===== src/rtl/calc_display.sv =====
// Multiplexed 4-digit hex display for the calculator result bus.
// Shadow-captures value on load and scans one active-low digit per refresh slot.
module calc_display #(
  parameter int REFRESH_DIV = 100000,
  parameter bit BLANK_LZ    = 1'b1
) (
  input  logic        clk,
  input  logic        rst_n,
  input  logic [15:0] value,
  input  logic        load,
  input  logic        enable,
  output logic [3:0]  an,
  output logic [6:0]  seg,
  output logic        dp
);

  localparam int PW = $clog2(REFRESH_DIV);
  localparam logic [PW-1:0] PTOP = PW'(REFRESH_DIV - 1);

  logic [15:0]   shadow;
  logic [PW-1:0] pre;
  logic [1:0]    idx;
  logic [3:0]    nib;
  logic          lz;
  logic          blank;
  logic [6:0]    hex;

  assign dp = 1'b1;

  always_ff @(posedge clk or negedge rst_n) begin
    if (!rst_n) begin
      shadow <= '0;
    end else if (load) begin
      shadow <= value;
    end
  end

  always_ff @(posedge clk or negedge rst_n) begin
    if (!rst_n) begin
      pre <= '0;
      idx <= '0;
    end else if (enable) begin
      if (pre == PTOP) begin
        pre <= '0;
        idx <= idx + 2'd1;
      end else begin
        pre <= pre + 1'b1;
      end
    end
  end

  always_comb begin
    nib = shadow[4*idx +: 4];
  end

  // digit 0 is never a leading zero
  always_comb begin
    lz = 1'b0;
    unique case (idx)
      2'd0: lz = 1'b0;
      2'd1: lz = (shadow[15:4] == 12'h000);
      2'd2: lz = (shadow[15:8] == 8'h00);
      2'd3: lz = (shadow[15:12] == 4'h0);
    endcase
    blank = BLANK_LZ && lz;
  end

  always_comb begin
    hex = 7'h7F;
    unique case (nib)
      4'h0: hex = 7'h40;
      4'h1: hex = 7'h79;
      4'h2: hex = 7'h24;
      4'h3: hex = 7'h30;
      4'h4: hex = 7'h19;
      4'h5: hex = 7'h12;
      4'h6: hex = 7'h02;
      4'h7: hex = 7'h78;
      4'h8: hex = 7'h00;
      4'h9: hex = 7'h10;
      4'hA: hex = 7'h08;
      4'hB: hex = 7'h03;
      4'hC: hex = 7'h46;
      4'hD: hex = 7'h21;
      4'hE: hex = 7'h06;
      4'hF: hex = 7'h0E;
    endcase
  end

  always_ff @(posedge clk or negedge rst_n) begin
    if (!rst_n) begin
      an  <= 4'b1111;
      seg <= 7'h7F;
    end else if (!enable || blank) begin
      an  <= 4'b1111;
      seg <= 7'h7F;
    end else begin
      an  <= ~(4'b0001 << idx);
      seg <= hex;
    end
  end

endmodule


===== config.mk =====
export PLATFORM = sky130hd
export DESIGN_NAME = calc_display
export DESIGN_NICKNAME = d
export VERILOG_FILES = /design/src/rtl/calc_display.sv
export SDC_FILE = /design/constraint.sdc
export NUM_CORES = 1
export LEC_CHECK = 0
export BUFFER_PORTS_ARGS = -buffer_cell sky130_fd_sc_hd__buf_2
export CAP_MARGIN = 20
export CORE_ASPECT_RATIO = 1.75
export CORE_MARGIN = 2
export CORE_UTILIZATION = 55
export CTS_BUF_LIST = sky130_fd_sc_hd__clkbuf_8
export DETAILED_ROUTE_END_ITERATION = 8
export PLACE_DENSITY = 0.74
export SYNTH_ARGS = -nofsm -noshare
export SYNTH_HDL_FRONTEND = slang
export SYNTH_SLANG_ARGS = --single-unit

===== constraint.sdc =====
create_clock -name clk -period 2.8 [get_ports clk]
set_input_delay 0.28 -clock clk [delete_from_list [all_inputs] [get_ports clk]]
set_output_delay 0.28 -clock clk [all_outputs]
set_load 0.05 [all_outputs]

==> results.cfg <==
[cts]
post_cts_resized = 0
htreeDepth = 2
clkSlewWorstSetupHoldPaths_ns = 0.08
cts_max_path_buffers = 2
cts_sinks = 46
clk_latency_ns = 0.29
numCtsBuffers = 5
root_buffer = clkbuf_8
cts_tree = built

[global_route]
grt_pass1_wl_mm = 7.279
grt_max_degree = 47
grtUsageTotal_pct = 20.22
antenna_found_initial = 0
grt_overflow = 0
grt_pass1_vias = 1627

[final_layout]
final-seq-area_um2 = 1165
drive_gt1_share_pct = 30.77
diodes = 0
multi_input_area_um2 = 1115
fillCellCount = 355
stdcell_count = 283
area_growth_pct = 11.47
nets = 266

[synthesis]
synth_top_area_share_pct = 37.00
postSynthCellCount = 202
yosysMostFrequentCell = dfrtp_1
ys_async_sr_fraction_pct = 100.0
yosysWarnings = 0
syn_nets = 234
synth_seq_cells = 46
yosys-top-cells-count = dfrtp_1, mux2_2, nand2_1
yosysTopAreaCell = dfrtp_1
synth.avg_cell_area_um2 = 11.72
synth.area.top_cells = dfrtp_1, dfstp_2, mux2_2
synth-edff-count = 0
synth_ff_type = dfrtp_1
netlist_area_um2 = 2367
synth.distinct_cells = 40
synth-seq-area-share_pct = 49.21

[setup_path]
cp.arrival_ns = 2.61
crit_required_ns = 3.03
cp-start-kind = register
worstSetupPathType = register to register
cp_max_fo = 8
endpoint_kind = register

[floorplanning]
initial_core_util_pct = 57.04
die_h_um = 90.79
coreArea_um2 = 4150
rows = 31
die_area_um2 = 4866
ios = 32
die_x_um = 53.60

[sta]
setup_slack_ns = 0.4168
whs_ns = 0.2025
fin_crit_ns = 2.383
setup_viol = 0
drv_slew = 0
post-route-period-util_pct = 85.11
tns_ns = 0
clock-skew-final_ns = 0.006860
fmax_ghz = 0.4196
rsz0062_at_grt = no
hold_viol_final = 0

[power_and_ir_drop]
irDropWorstVdd_mv = 0.5659
total_power_mw = 1.551
leakagePower_nw = 1.223
power.density_nw_per_um2 = 587.7

[detailed_routing]
viasPerCell = 5.749
antenna_left = 0
post_drt_wl_per_cell_um = 15.40
dr.first_iter.drc_count = 26
post-route-drc-count = 0
num_vias = 1627
first_pass_iters = 4
routed_wl_mm = 4.358

[run_status]
outcome = finished, final reports clean

[flow_run]
drv_cap = 0

[placement]
port_buffers = 30
dp.cells = 274
dp_slack_ns = 0.4373
dp_hpwl_mm = 3.261
routabilityCongestion = 0.8281

[hold_path]
min_path_type = input pin to register
area by class of cell:
| type | count | area share [%] |
|---|---|---|
| inverters | 7 | 0.9957 |
| multi-input cells | 140 | 42.25 |
| clock buffers | 5 | 2.608 |
| repair buffers | 34 | 7.397 |
| well taps | 49 | 2.323 |
| clock inverters | 2 | 0.2845 |
| flip-flops and latches | 46 | 44.14 |
final timing paths:
path / depth (start not counted) / slack (ns) / to / from
min: 3 / 0.20 / shadow[11] / value[11]
max in group asynchronous: 3 / 1.88 / an[3] / rst_n
min reg2reg: 1 / 0.50 / pre[8] / pre[8]
max: 7 / 0.42 / seg[0] / idx[0]
max reg2reg: 7 / 0.42 / seg[0] / idx[0]
min in group asynchronous: 2 / 0.40 / shadow[8] / rst_n
logic make-up after synthesis:
family / Yosys count / share of synthesized area, %
AND/OR/NAND/NOR: 57 / 12.05
XOR/XNOR: 18 / 6.660
adder cells (fa/ha/maj): 12 / 6.342
AO/OA/AOI/OAI: 21 / 6.290
buffers and inverters: 16 / 3.700
other: 1 / 0.1584
multiplexers: 31 / 15.59
flip-flops: 46 / 49.21
power by group:
group	internal, mW	leakage (nW)	total, mW	switching (mW)
combinational	0.141	0.635	0.328	0.187
clock	0.165	0.0466	0.379	0.214
sequential	0.761	0.541	0.844	0.0825
flip-flops by register name (all words and copies together), names as in the netlist:
signal,count
pre,17
shadow,16
seg,7
an,4
idx,2
through the flow:
step | utilization, % | instance area, µm²
3_5_place_dp | 61.02 | 2532
5_1_grt | 63.58 | 2639
6_report | 63.58 | 2639
2_1_floorplan | - | 2367
3_3_place_gp | 61.02 | 2532
4_1_cts | 62.86 | 2609
per-layer routing:
metal | vias to the layer above | track usage (%) | routed length (µm)
met3 | 10 | 3.808 | 119
met5 | - | 0 | 0
met1 | 816 | 22.23 | 1636
li1 | 774 | - | -
met2 | 27 | 35.91 | 2483
met4 | 0 | 8.333 | 118
worst max-delay path, stage by stage, from the launching register on:
cell       delay (ns)
dfrtp_1          0.52
mux4_1           0.71
inv_1            0.16
ha_1             0.32
mux2i_1          0.11
o2bb2ai_1        0.13
mux2_2           0.26
o21ai_1          0.11
cell usage in the layout (no fill, tap or decap), types with 5 or more instances in the layout:
cell type	count
and3_1	5
buf_2	30
clkbuf_8	5
dfrtp_1	35
dfstp_2	11
ha_1	12
inv_1	7
mux2_2	16
mux2i_1	11
nand2_1	13
nand3_1	6
nand4_1	8
nor2_1	11
nor3_1	6
xnor2_1	11
xor2_1	7
what timing repair did:
| action | 4_1_cts | 5_1_grt |
|---|---|---|
| hold buffers | 0 | 1 |
| endpoints found under the hold margin | 0 | 6 |
| setup buffers | 0 | 0 |
No activity file was read; power rests on OpenSTA's default activity.
